==> config.mk <==
export PLATFORM = sky130hd
export DESIGN_NAME = pwm_multichannel_gen
export DESIGN_NICKNAME = d
export VERILOG_FILES = /design/src/rtl/pwm_pkg.sv /design/src/rtl/pwm_btn_debounce.sv /design/src/rtl/pwm_multichannel_gen.sv
export SDC_FILE = /design/constraint.sdc
export NUM_CORES = 1
export LEC_CHECK = 0
export ABC_AREA = 1
export ABC_CLOCK_PERIOD_IN_PS = 2900
export BUFFER_PORTS_ARGS = -buffer_cell sky130_fd_sc_hd__buf_4
export CAP_MARGIN = 20
export CORE_MARGIN = 4
export CORE_UTILIZATION = 45
export CTS_CLUSTER_DIAMETER = 50
export CTS_CLUSTER_SIZE = 24
export DETAILED_ROUTE_END_ITERATION = 8
export PLACE_DENSITY_LB_ADDON = 0.08
export SYNTH_ARGS = -nofsm -noshare
export SYNTH_HDL_FRONTEND = slang
export SYNTH_SLANG_ARGS = --single-unit
==> constraint.sdc <==
create_clock -name clk -period 2.9 [get_ports clk]
set_input_delay 0.58 -clock clk [delete_from_list [all_inputs] [get_ports clk]]
set_output_delay 0.58 -clock clk [all_outputs]
set_load 0.01 [all_outputs]
==> src/rtl/pwm_pkg.sv <==
// Shared constants and elaboration helpers for the multichannel PWM generator.
package pwm_pkg;

  localparam logic PWM_MODE_EDGE   = 1'b0;
  localparam logic PWM_MODE_CENTER = 1'b1;

  // Ceiling log2; returns 0 for value <= 1.
  function automatic int clog2(input int value);
    int r;
    r = 0;
    while ((32'd1 << r) < 32'(value)) begin
      r = r + 1;
    end
    return r;
  endfunction

endpackage

==> src/rtl/pwm_btn_debounce.sv <==
// Two-stage slow-rate sampler for one push-button, emitting one pulse per rising edge.
module pwm_btn_debounce
  import pwm_pkg::*;
(
  input  logic clk,
  input  logic rst_n,
  input  logic slow_en,
  input  logic btn,
  output logic press
);

  logic s1_q, s1_d;
  logic s2_q, s2_d;

  // Sampler next-state: shift only on the slow enable.
  always_comb begin
    s1_d = s1_q;
    s2_d = s2_q;
    if (slow_en) begin
      s1_d = btn;
      s2_d = s1_q;
    end else begin
      s1_d = s1_q;
      s2_d = s2_q;
    end
  end

  // Sampler registers.
  always_ff @(posedge clk or negedge rst_n) begin
    if (!rst_n) begin
      s1_q <= 1'b0;
      s2_q <= 1'b0;
    end else begin
      s1_q <= s1_d;
      s2_q <= s2_d;
    end
  end

  assign press = s1_q & ~s2_q & slow_en;

endmodule

==> src/rtl/pwm_multichannel_gen.sv <==
// NUM_CH PWM outputs sharing one period counter; per-channel duty is button-stepped
// and double-buffered so it only takes effect at the period boundary.
module pwm_multichannel_gen
  import pwm_pkg::*;
#(
  parameter int NUM_CH    = 4,
  parameter int CNT_W     = 8,
  parameter int PERIOD    = 10,
  parameter int STEP      = 1,
  parameter int DUTY_INIT = 5,
  parameter int DEB_DIV   = 2
) (
  input  logic                    clk,
  input  logic                    rst_n,
  input  logic [NUM_CH-1:0]       inc_btn,
  input  logic [NUM_CH-1:0]       dec_btn,
  input  logic                    center_mode,
  output logic [NUM_CH-1:0]       pwm_out,
  output logic [NUM_CH*CNT_W-1:0] duty_q,
  output logic                    period_start
);

  localparam int DEB_W = (clog2(DEB_DIV) > 0) ? clog2(DEB_DIV) : 1;
  localparam int DW    = CNT_W + 1;

  localparam logic [DEB_W-1:0] DEB_LAST  = DEB_W'(DEB_DIV - 1);
  localparam logic [DEB_W-1:0] DEB_ONE   = DEB_W'(1);
  localparam logic [CNT_W-1:0] CNT_LAST  = CNT_W'(PERIOD - 1);
  localparam logic [CNT_W-1:0] CNT_ONE   = CNT_W'(1);
  localparam logic [CNT_W-1:0] CNT_ZERO  = CNT_W'(0);
  localparam logic [CNT_W-1:0] DUTY_RST  = CNT_W'(DUTY_INIT);
  localparam logic [CNT_W-1:0] LO_RST    = CNT_W'((PERIOD - DUTY_INIT) / 2);
  localparam logic [CNT_W-1:0] PERIOD_V  = CNT_W'(PERIOD);
  localparam logic [DW-1:0]    PERIOD_X  = DW'(PERIOD);
  localparam logic [DW-1:0]    STEP_X    = DW'(STEP);

  logic [DEB_W-1:0]  deb_cnt_q, deb_cnt_d;
  logic [CNT_W-1:0]  cnt_q, cnt_d;
  logic              mode_act_q, mode_act_d;
  logic [NUM_CH-1:0] pwm_out_q, pwm_out_d;
  logic              period_start_q, period_start_d;
  logic              slow_en;
  logic              bnd;
  logic [NUM_CH-1:0] inc_press, dec_press;

  assign slow_en = (deb_cnt_q == DEB_LAST);
  assign bnd     = (cnt_q == CNT_LAST);

  // Shared prescaler, period counter, mode latch and period marker.
  always_comb begin
    deb_cnt_d      = deb_cnt_q;
    cnt_d          = cnt_q;
    mode_act_d     = mode_act_q;
    period_start_d = (cnt_q == CNT_ZERO);
    if (slow_en) begin
      deb_cnt_d = '0;
    end else begin
      deb_cnt_d = deb_cnt_q + DEB_ONE;
    end
    if (bnd) begin
      cnt_d      = CNT_ZERO;
      mode_act_d = center_mode;
    end else begin
      cnt_d      = cnt_q + CNT_ONE;
      mode_act_d = mode_act_q;
    end
  end

  // Shared state and registered outputs.
  always_ff @(posedge clk or negedge rst_n) begin
    if (!rst_n) begin
      deb_cnt_q      <= '0;
      cnt_q          <= CNT_ZERO;
      mode_act_q     <= PWM_MODE_EDGE;
      pwm_out_q      <= '0;
      period_start_q <= 1'b0;
    end else begin
      deb_cnt_q      <= deb_cnt_d;
      cnt_q          <= cnt_d;
      mode_act_q     <= mode_act_d;
      pwm_out_q      <= pwm_out_d;
      period_start_q <= period_start_d;
    end
  end

  assign pwm_out      = pwm_out_q;
  assign period_start = period_start_q;

  for (genvar k = 0; k < NUM_CH; k++) begin : g_ch
    logic [CNT_W-1:0] duty_pend_q, duty_pend_d;
    logic [CNT_W-1:0] duty_act_q, duty_act_d;
    logic [CNT_W-1:0] lo_q, lo_d;
    logic [DW-1:0]    pend_ext, pend_sum, act_ext, lo_ext, cnt_ext;
    logic             hit;

    pwm_btn_debounce u_inc (
      .clk    (clk),
      .rst_n  (rst_n),
      .slow_en(slow_en),
      .btn    (inc_btn[k]),
      .press  (inc_press[k])
    );

    pwm_btn_debounce u_dec (
      .clk    (clk),
      .rst_n  (rst_n),
      .slow_en(slow_en),
      .btn    (dec_btn[k]),
      .press  (dec_press[k])
    );

    // Saturating pending-duty update, boundary transfer and compare.
    always_comb begin
      pend_ext    = {1'b0, duty_pend_q};
      pend_sum    = pend_ext + STEP_X;
      act_ext     = {1'b0, duty_act_q};
      lo_ext      = {1'b0, lo_q};
      cnt_ext     = {1'b0, cnt_q};
      duty_pend_d = duty_pend_q;
      duty_act_d  = duty_act_q;
      lo_d        = lo_q;
      hit         = 1'b0;
      if (inc_press[k] && !dec_press[k]) begin
        if (pend_sum > PERIOD_X) begin
          duty_pend_d = PERIOD_V;
        end else begin
          duty_pend_d = pend_sum[CNT_W-1:0];
        end
      end else if (dec_press[k] && !inc_press[k]) begin
        if (pend_ext < STEP_X) begin
          duty_pend_d = CNT_ZERO;
        end else begin
          duty_pend_d = CNT_W'(pend_ext - STEP_X);
        end
      end else begin
        duty_pend_d = duty_pend_q;
      end
      // The boundary takes the pre-press pending value, so a same-cycle press waits a period.
      if (bnd) begin
        duty_act_d = duty_pend_q;
        lo_d       = CNT_W'((PERIOD_X - pend_ext) >> 1'b1);
      end else begin
        duty_act_d = duty_act_q;
        lo_d       = lo_q;
      end
      if (mode_act_q == PWM_MODE_CENTER) begin
        hit = (cnt_ext >= lo_ext) && (cnt_ext < (lo_ext + act_ext));
      end else begin
        hit = (cnt_ext < act_ext);
      end
    end

    // Per-channel duty registers.
    always_ff @(posedge clk or negedge rst_n) begin
      if (!rst_n) begin
        duty_pend_q <= DUTY_RST;
        duty_act_q  <= DUTY_RST;
        lo_q        <= LO_RST;
      end else begin
        duty_pend_q <= duty_pend_d;
        duty_act_q  <= duty_act_d;
        lo_q        <= lo_d;
      end
    end

    assign pwm_out_d[k]                = hit;
    assign duty_q[k*CNT_W +: CNT_W]    = duty_act_q;
  end

endmodule

==> flow_summary_export.csv, run 1 <==
group,metric,value,unit
outcome,run_status,"finished clean",
placed_design,port_buffers,47,
clock_network,cts_tree,"done",
floorplan,floorplan.die_area,24700,sq um
detailed_routing,remaining_drc_errors,0,
timing,report.final.slew_viol_count,0,
timing,fin_tns_setup,0,ps
yosys,synth_area_leader_cell,"sky130_fd_sc_hd__dfrtp_1",
detailed_routing,top_layer_used,"met4",
grt,overall_fraction_of_global_route_tracks_in_use,0.205,
placed_design,dpl.hpwl,18.7,mm
detailed_routing,wl_met1,11.5,mm
clock_network,numClockSinks,127,
yosys,most_area_consuming_cells_after_synthesis,"sky130_fd_sc_hd__dfrtp_1 27%, sky130_fd_sc_hd__ha_1 17%, sky130_fd_sc_hd__nand2_1 11%, sky130_fd_sc_hd__inv_1 7.1%, sky130_fd_sc_hd__dfstp_2 5.3%",
final_layout,multiInputGateArea,5880,sq um
timing,clock-skew-final,7.98,ps
power,pwr_density_cell,1140,nW/um^2
grt,grt_first_pass_wirelength,41.1,mm
clock_network,numCtsBuffers,17,
flow_run,cap_violations,0,
floorplan,die_width,157,um
detailed_routing,vias_per_cell,5.16,
yosys,synth.cell_area,10000,sq um
grt,grt_pass1_vias,8408,
timing,max-slew-margin-rel,0.648,
final_layout,nNetsFinal,1516,
yosys,synthesis.yosys.warnings,0,
final_layout,final-seq-area,3200,sq um
yosys,synth.most_common_cell,"sky130_fd_sc_hd__nand2_1",
detailed_routing,detailedRoute.firstIterationViolations,309,
clock_network,clock_tree.root_cell,"sky130_fd_sc_hd__clkbuf_16",
floorplan,placementRows,54,
power,vdd.ir_drop.worst,0.500,mV
critical_path,crit_path_dat,2950,ps
floorplan,core-area,21800,sq um
detailed_routing,ant_nets,0,
detailed_routing,routed_wire_per_std_cell,14.7,um
critical_path,worst_setup_path_start_kind,"flip-flop",
clock_network,path_clk_slew,60,ps
yosys,synth_nets,1466,
clock_network,worst_skew_pair.late_latency,420,ps
clock_network,ctsHoldBuffers,0,
grt,largest_net_degree_at_the_start_of_global_routing,67,
timing,rsz0062_at_grt,"false",
clock_network,ctsHtreeMaxLevel,4,
detailed_routing,wirelength,24.3,mm
detailed_routing,wl_met2,11.6,mm
yosys,asyncSetResetFlopFracSynth,1.00,
yosys,number_of_flops_mapped_to_enable_cells_by_yosys,0,
yosys,syn_inst,1312,
yosys,postSynthRegisterBits,127,
floorplan,initial_utilization,0.458,
yosys,synth.cells.most_frequent,"292 x sky130_fd_sc_hd__nand2_1, 190 x sky130_fd_sc_hd__inv_1, 139 x sky130_fd_sc_hd__ha_1",
detailed_routing,met3RoutedLength,795,um
detailed_routing,length_of_the_first_detailed_routing_pass_in_iterations,5,
final_layout,filler_cell_count,2171,
critical_path,data_required_time_of_the_critical_path,3210,ps
grt,grt_antenna_before_repair,0,
floorplan,die_h,157,um
timing,finalHoldViolCount,0,
clock_network,clock_tree.buffer_depth,2,
clock_network,post_cts.repair.setup_buffers,0,
placed_design,global_placement_routability_congestion,0.854,
yosys,post_synth_num_cell_types,45,
timing,max_freq,378,MHz
critical_path,worstPathMaxFanout,3,
timing,worst_slew_pin_slew,527,ps
final_layout,post_route_cells_drive_above_1_share,0.104,
final_layout,n_antenna_cell,0,
yosys,postSynth.topFlopCell,"sky130_fd_sc_hd__dfrtp_1",
power,power_leakage,0.00597,uW
timing,min_period_over_period,0.913,
detailed_routing,vias,8535,
yosys,synthesis.area_per_instance,7.62,sq um
yosys,synth.top_cell.area_share,0.268,
clock_network,postCtsResizedCells,0,
yosys,ys_seq_area_frac,0.320,
final_layout,syn2layout_area_growth,12.8,%
floorplan,boundary_pin_count,48,
timing,report.final.setup_viol,0,
timing,final.min_clock_period,2650,ps
critical_path,setup.worst_path.class,"reg -> reg",
grt,grt.overflow.total,0,
critical_path,cp-end-kind,"flip-flop",
final_layout,final_core_utilization,0.517,
worst_hold_path,hold_class,"in -> async",
[cell families (layout without fill, tap and decap cells)]
| family | count (synthesis) | in the layout | synth area share |
|---|---|---|---|
| and+or+nand+nor | 534 | 534 | 0.232 |
| adders and majority gates | 143 | 143 | 0.182 |
| buffers and inverters | 224 | 287 | 0.0913 |
| DFF | 127 | 127 | 0.320 |
| AOI/OAI and AO/OA | 231 | 231 | 0.128 |
| xor gates and xnor gates | 53 | 53 | 0.0464 |
[flip-flops by register name (all words and copies together), names as in the netlist]
signal            flops
g_ch.u_dec.s1_q       4
pwm_out               4
g_ch.lo_q            32
g_ch.u_inc.s1_q       4
g_ch.duty_pend_q     32
g_ch.duty_act_q      32
g_ch.u_dec.s2_q       4
cnt_q                 8
mode_act_q            1
deb_cnt_q             1
g_ch.u_inc.s2_q       4
period_start          1
[power breakdown]
part           switching (uW)  internal, uW
Sequential                823          2540
Combinational            4250          2990
Clock                     826          1460
Total                    5900          7000
[cells in the final DEF (no fill, tap or decap), types with 5 or more instances in the layout]
cell type / netlist / layout
sky130_fd_sc_hd__buf_4: 6 / 57
sky130_fd_sc_hd__inv_1: 190 / 190
sky130_fd_sc_hd__o21ai_0: 89 / 89
sky130_fd_sc_hd__o211ai_1: 8 / 8
sky130_fd_sc_hd__a21oi_1: 87 / 87
sky130_fd_sc_hd__ha_1: 139 / 139
sky130_fd_sc_hd__a31oi_1: 11 / 11
sky130_fd_sc_hd__nor2_2: 9 / 9
sky130_fd_sc_hd__xnor2_1: 10 / 10
sky130_fd_sc_hd__dfrtp_1: 107 / 107
sky130_fd_sc_hd__nor3_1: 8 / 8
sky130_fd_sc_hd__nand3_1: 69 / 69
sky130_fd_sc_hd__xor2_1: 43 / 43
sky130_fd_sc_hd__dfstp_2: 20 / 20
sky130_fd_sc_hd__nand3_2: 5 / 5
sky130_fd_sc_hd__clkbuf_16: 0 / 17
sky130_fd_sc_hd__nand2_1: 292 / 292
sky130_fd_sc_hd__nor2_1: 100 / 100
sky130_fd_sc_hd__o221ai_1: 6 / 6
sky130_fd_sc_hd__clkbuf_8: 1 / 5
sky130_fd_sc_hd__o21a_1: 11 / 11
sky130_fd_sc_hd__nand4_1: 31 / 31
[worst max-delay path, stage by stage, from the launching register on]
cell and delay, ps:
sky130_fd_sc_hd__dfstp_2 540, sky130_fd_sc_hd__ha_1 160, sky130_fd_sc_hd__inv_1 50, sky130_fd_sc_hd__fa_1 400, sky130_fd_sc_hd__o21ai_1 260, sky130_fd_sc_hd__a31oi_1 130
sky130_fd_sc_hd__xor2_1 160, sky130_fd_sc_hd__ha_1 300, sky130_fd_sc_hd__nand2_1 50, sky130_fd_sc_hd__inv_1 40, sky130_fd_sc_hd__nand4_1 110, sky130_fd_sc_hd__nand3b_1 180
sky130_fd_sc_hd__nand3_1 80, sky130_fd_sc_hd__nand2_1 50
[stage by stage]
stage                     hold slack (ps)  setup slack [ps]  total power (uW)  instances  cell area [sq um]
final                                97.8               252             12900       1655              11300
after global routing                  123              5.55             14400       1655              11300
after CTS                             111               233             13100       1655              11300
after detailed placement              459               249             10700       1623              10700
after global placement                455               322             10600       1623              10700
after floorplan                       284               413              8800       1312              10000
[path summary, 6_finish.rpt]
path,slack [ps],cells after the start,to,from
worst max-delay path,250,13,pwm_out[1]$_DFF_PN0_,g_ch[1].duty_act_q[0]$_DFFE_PN1N_
worst min-delay path,100,1,g_ch[0].duty_pend_q[4]$_DFFE_PN0P_,rst_n
worst max register to register,250,13,pwm_out[1]$_DFF_PN0_,g_ch[1].duty_act_q[0]$_DFFE_PN1N_
worst min register to register,470,2,g_ch[0].u_inc.s1_q$_DFFE_PN0P_,g_ch[0].u_inc.s1_q$_DFFE_PN0P_
max in group asynchronous,2070,2,g_ch[3].duty_pend_q[0]$_DFFE_PN1P_,rst_n
min in group clk,360,3,g_ch[2].u_dec.s1_q$_DFFE_PN0P_,dec_btn[2]
[layer usage]
layer  GRT usage  up-vias
met5           0        -
met4      0.0541        0
met3      0.0379       32
met2       0.350       93
met1       0.270     3985
li1            -     4425
[cell type report]
type                       count  share of cell area
multi-input combinational    961               0.522
clock buffer                  23              0.0441
sequential                   127               0.284
tap                          280              0.0311
timing repair buffer          60              0.0425
clock inverter                 9              0.0115
inverter                     195              0.0653
Note: power is estimated with default switching activity, not from simulation.
==> run 2: changes to the inputs <==
CAP_MARGIN = 10   (was 20)
CORE_UTILIZATION = 43   (was 45)
==> run 2 against run 1 <==
  * Sequential cell count stayed put
  * Non-clock buffer count stayed put
  * Clock power hardly changed
  * Final area is 0.23% higher
==> flow_summary_export.csv, run 2 (synthesized netlist as in run 1, its figures left out) <==
group,metric,value,unit
floorplan,placementRows,55,
detailed_routing,detailedRoute.firstIterationViolations,484,
timing,min_period_over_period,0.907,
clock_network,postCtsResizedCells,0,
power,totalPowerFinal,12900,uW
detailed_routing,remaining_drc_errors,0,
timing,whs,136,ps
flow_run,cap_violations,0,
worst_hold_path,hold_class,"in -> async",
placed_design,global_placement_routability_congestion,0.840,
power,vdd.ir_drop.worst,0.451,mV
detailed_routing,vias,8479,
critical_path,cp-end-kind,"flip-flop",
power,power_leakage,0.00597,uW
timing,clock-skew-final,14.2,ps
grt,largest_net_degree_at_the_start_of_global_routing,61,
timing,finalHoldViolCount,0,
floorplan,boundary_pin_count,48,
power,pwr_density_cell,1140,nW/um^2
clock_network,clock_tree.buffer_depth,2,
detailed_routing,routed_wire_per_std_cell,14.5,um
clock_network,path_clk_slew,50,ps
timing,report.final.slew_viol_count,0,
clock_network,ctsHtreeMaxLevel,4,
grt,overall_fraction_of_global_route_tracks_in_use,0.196,
final_layout,reg_top3,"g_ch.duty_act_q: 32 flops, g_ch.duty_pend_q: 32 flops, g_ch.lo_q: 32 flops",
clock_network,ctsHoldBuffers,0,
detailed_routing,length_of_the_first_detailed_routing_pass_in_iterations,5,
outcome,run_status,"finished clean",
final_layout,nNetsFinal,1516,
placed_design,dpl.hpwl,18.6,mm
final_layout,n_antenna_cell,0,
floorplan,initial_utilization,0.439,
grt,grt_antenna_before_repair,0,
critical_path,r2r.worst_path.cells,13,
final_layout,syn2layout_area_growth,13.1,%
floorplan,die_width,160,um
critical_path,crit_path_dat,2930,ps
grt,grt_pass1_vias,8280,
grt,grt.overflow.total,0,
critical_path,crit_start,"g_ch[1].duty_act_q[0]$_DFFE_PN1N_",
floorplan,die_h,160,um
final_layout,final_cells,1688,
detailed_routing,ant_nets,0,
detailed_routing,vias_per_cell,5.02,
floorplan,core-area,22800,sq um
detailed_routing,wirelength,24.4,mm
clock_network,numClockSinks,127,
clock_network,clock_tree.root_cell,"sky130_fd_sc_hd__clkbuf_16",
final_layout,final_common_cell,"sky130_fd_sc_hd__nand2_1",
final_layout,most_frequent_cells_in_the_layout,"292 x sky130_fd_sc_hd__nand2_1, 190 x sky130_fd_sc_hd__inv_1, 139 x sky130_fd_sc_hd__ha_1",
placed_design,port_buffers,47,
placed_design,place.detailed.instances,1656,
final_layout,post_route_cells_drive_above_1_share,0.100,
timing,max_freq,380,MHz
timing,final.min_clock_period,2630,ps
timing,fin_tns_setup,0,ps
timing,rsz0062_at_grt,"false",
floorplan,floorplan.die_area,25800,sq um
grt,grt_first_pass_wirelength,41.6,mm
clock_network,worst_skew_pair.late_latency,420,ps
clock_network,post_cts.repair.setup_buffers,0,
clock_network,cts_tree,"done",
critical_path,reg2reg_from,"g_ch[1].duty_act_q[0]$_DFFE_PN1N_",
critical_path,setup.worst_path.class,"reg -> reg",
critical_path,data_required_time_of_the_critical_path,3200,ps
critical_path,worstPathMaxFanout,3,
timing,max-slew-margin-rel,0.611,
clock_network,numCtsBuffers,17,
timing,worst_slew_pin_slew,584,ps
critical_path,worst_setup_path_start_kind,"flip-flop",
timing,report.final.setup_viol,0,
run 2: final cells by class:
type                       count  area (sq um)
sequential                   127          3200
tap                          313           392
inverter                     195           737
clock buffer                  25           475
clock inverter                 7           138
multi-input combinational    961          5880
timing repair buffer          60           479
fill                        2327         11500
run 2: path summary, 6_finish.rpt:
check / endpoint / slack [ps]
hold reg to reg: g_ch[3].u_inc.s2_q$_DFFE_PN0P_ / 470
max in group asynchronous: g_ch[3].duty_pend_q[0]$_DFFE_PN1P_ / 1970
min in group clk: g_ch[1].u_dec.s1_q$_DFFE_PN0P_ / 360
hold / removal: g_ch[0].duty_pend_q[6]$_DFFE_PN0P_ / 140
setup / recovery: pwm_out[1]$_DFF_PN0_ / 270
setup reg to reg: pwm_out[1]$_DFF_PN0_ / 270
run 2: critical path, cell delays in order (launching register included):
cell,delay (ps)
sky130_fd_sc_hd__dfstp_2,540
sky130_fd_sc_hd__ha_1,160
sky130_fd_sc_hd__inv_1,50
sky130_fd_sc_hd__fa_1,400
sky130_fd_sc_hd__o21ai_1,260
sky130_fd_sc_hd__a31oi_1,150
sky130_fd_sc_hd__xor2_1,170
sky130_fd_sc_hd__ha_1,300
sky130_fd_sc_hd__nand2_1,50
sky130_fd_sc_hd__inv_1,40
sky130_fd_sc_hd__nand4_1,90
sky130_fd_sc_hd__nand3b_1,170
sky130_fd_sc_hd__nand3_1,80
sky130_fd_sc_hd__nand2_1,40
run 2: routing by layer:
metal / vias to the layer above / GRT usage / routed length, um
met4: 0 / 0.0407 / 269
li1: 4433 / - / -
met5: - / 0 / 0
met2: 86 / 0.329 / 11600
met1: 3941 / 0.265 / 11800
met3: 19 / 0.0349 / 807
run 2: through the flow:
stage	setup slack [ps]	util	instance area [sq um]
6_report	271	0.496	11300
5_1_grt	39.2	0.496	11300
3_3_place_gp	328	0.469	10700
2_1_floorplan	413	-	10000
4_1_cts	257	0.496	11300
3_5_place_dp	260	0.469	10700
run 2: power breakdown:
part / total, uW / leakage, uW / internal (uW) / switching, uW
Sequential: 3360 / 0.00148 / 2540 / 813
Clock: 2270 / 0.000295 / 1480 / 790
Combinational: 7230 / 0.00419 / 2990 / 4240
Total: 12900 / 0.00597 / 7020 / 5840
==> run 3: changes to the inputs <==
BUFFER_PORTS_ARGS = not set   (was -buffer_cell sky130_fd_sc_hd__buf_4)
DONT_BUFFER_PORTS = 1   (was not set)
RECOVER_POWER = 100   (was not set)
==> run 3 against run 2 <==
  * The run now ends with negative hold slack left
  * Total power decreased by 0.69%
  * Die area unchanged
  * Largest power group unchanged
  * Clock-buffer cell count fell by 3
  * Critical endpoint is now pwm_out[2]$_DFF_PN0_
==> flow_summary_export.csv, run 3 (synthesized netlist as in run 1, its figures left out) <==
group,metric,value,unit
worst_hold_path,hold_class,"in -> async",
critical_path,cp-end-kind,"flip-flop",
floorplan,floorplan.die_area,25800,sq um
detailed_routing,ant_nets,0,
floorplan,die_h,160,um
final_layout,post_route_cells_drive_above_1_share,0.0610,
timing,max-slew-margin-rel,0.278,
clock_network,numCtsBuffers,17,
critical_path,worst_path_largest_cell_delay,580,ps
timing,max_freq,370,MHz
grt,overall_fraction_of_global_route_tracks_in_use,0.201,
timing,final.min_clock_period,2700,ps
timing,rsz0062_at_grt,"false",
placed_design,placed_area,10300,sq um
grt,grt_first_pass_wirelength,42.5,mm
detailed_routing,wirelength,24.8,mm
detailed_routing,routed_wire_per_std_cell,15.1,um
grt,grt.overflow.total,0,
clock_network,path_clk_slew,60,ps
critical_path,cp_top_family,"adder cells",
final_layout,final_common_cell,"sky130_fd_sc_hd__nand2_1",
timing,report.final.slew_viol_count,0,
timing,min_period_over_period,0.931,
final_layout,post-route-cell-area,11000,sq um
detailed_routing,detailedRoute.firstIterationViolations,432,
final_layout,most_frequent_cells_in_the_layout,"293 x sky130_fd_sc_hd__nand2_1, 192 x sky130_fd_sc_hd__inv_1, 139 x sky130_fd_sc_hd__ha_1",
floorplan,core-area,22800,sq um
clock_network,clock_tree.root_cell,"sky130_fd_sc_hd__clkbuf_16",
final_layout,reg_top3,"g_ch.duty_act_q: 32 flops, g_ch.duty_pend_q: 32 flops, g_ch.lo_q: 32 flops",
critical_path,reg2reg_from,"g_ch[2].duty_act_q[0]$_DFFE_PN1N_",
critical_path,data_required_time_of_the_critical_path,3250,ps
outcome,violated_checks,"negative hold slack",
critical_path,worst_setup_path_start_kind,"flip-flop",
timing,fin_tns_setup,0,ps
placed_design,global_placement_routability_congestion,0.853,
timing,report.final.setup_viol,0,
placed_design,port_buffers,0,
timing,worst_slew_pin_slew,1080,ps
timing,finalHoldViolCount,107,
grt,grt_pass1_vias,8309,
clock_network,numClockSinks,127,
detailed_routing,remaining_drc_errors,0,
critical_path,crit_path_top_delay_cell,"sky130_fd_sc_hd__dfstp_2",
placed_design,dpl.hpwl,18.4,mm
floorplan,boundary_pin_count,48,
floorplan,initial_utilization,0.439,
power,pwr_density_cell,1160,nW/um^2
clock_network,clock_tree.buffer_depth,2,
detailed_routing,vias_per_cell,5.06,
power,vdd.ir_drop.worst,0.489,mV
critical_path,cp_bufs_invs,1,
detailed_routing,vias,8304,
critical_path,r2r.worst_path.cells,14,
floorplan,die_width,160,um
critical_path,critical_path.most_common_cell,"sky130_fd_sc_hd__nand2_1",
final_layout,final_core_utilization,0.482,
critical_path,cp_cell_sequence,"ha_1, inv_1, fa_1, nand3b_1, nand2_1, a31oi_1, xor2_1, ha_1, a21o_1, nand4_1, nand2_1, nor2_1, nand4_1, nand2_1",
critical_path,setup.worst_path.class,"reg -> reg",
final_layout,syn2layout_area_growth,9.76,%
critical_path,worstPathMaxFanout,3,
power,totalPowerFinal,12800,uW
final_layout,n_antenna_cell,0,
grt,top_usage_layer,"met2",
final_layout,filler_cell_count,2312,
grt,grt_antenna_before_repair,0,
critical_path,crit_start,"g_ch[2].duty_act_q[0]$_DFFE_PN1N_",
floorplan,placementRows,55,
clock_network,worst_skew_pair.late_latency,420,ps
outcome,run_status,"finished, violations left",
clock_network,ctsHtreeMaxLevel,4,
timing,clock-skew-final,13.3,ps
timing,whs,-148,ps
grt,largest_net_degree_at_the_start_of_global_routing,128,
clock_network,post_cts.repair.setup_buffers,0,
final_layout,nNetsFinal,1468,
flow_run,cap_violations,0,
power,power_leakage,0.00575,uW
clock_network,cts_tree,"done",
grt,grt.met1_usage,0.273,
critical_path,cp.depth,14,
grt,global_route.usage.met3,0.0316,
grt,gr-usage-met2,0.337,
critical_path,crit_path_dat,3050,ps
detailed_routing,length_of_the_first_detailed_routing_pass_in_iterations,6,
==> run 3: cell types whose count changed in the layout (fill, tap and decap cells not counted), sizes merged <==
cell      change
clkbuf        +1
clkinvlp      +1
bufinv        +2
buf          -52
==> run 3: final cells by class <==
class / count / area (sq um) / area share
Inverter: 195 / 737 / 0.0671
Timing Repair Buffer: 12 / 78.8 / 0.00718
Clock buffer: 22 / 484 / 0.0441
Clock inverter: 10 / 205 / 0.0187
Sequential cell: 127 / 3200 / 0.292
Multi-Input combinational cell: 961 / 5880 / 0.535
Tap cell: 313 / 392 / 0.0357
==> run 3: repair_timing <==
action                     4_1_cts  5_1_grt
gates resized for setup          0        3
setup endpoints to repair        0        3
hold endpoints to repair       110      110
==> run 3: metal layers <==
layer,up-vias,part of all wire
li1,4346,-
met5,-,0
met4,0,0.011
met2,115,0.47
met3,16,0.032
met1,3827,0.49
==> run 3: worst paths after layout <==
kind	to	slack (ps)
max	pwm_out[2]$_DFF_PN0_	200
min	g_ch[0].duty_pend_q[4]$_DFFE_PN0P_	-150
max reg2reg	pwm_out[2]$_DFF_PN0_	200
min reg2reg	g_ch[2].u_inc.s2_q$_DFFE_PN0P_	470
max in group asynchronous	g_ch[2].duty_pend_q[0]$_DFFE_PN1P_	2780
min in group clk	g_ch[0].u_dec.s1_q$_DFFE_PN0P_	280
==> run 3: where the power goes <==
part / switching [uW] / total, uW / internal (uW)
Sequential: 986 / 3510 / 2530
Combinational: 4000 / 6730 / 2720
Clock: 825 / 2530 / 1700
==> run 3: through the flow <==
stage / worst slack, ps / cells
floorplan: 413 / 1312
global placement: 256 / 1608
detailed placement: 181 / 1608
CTS: 165 / 1640
global route: 12.0 / 1640
finish: 201 / 1640
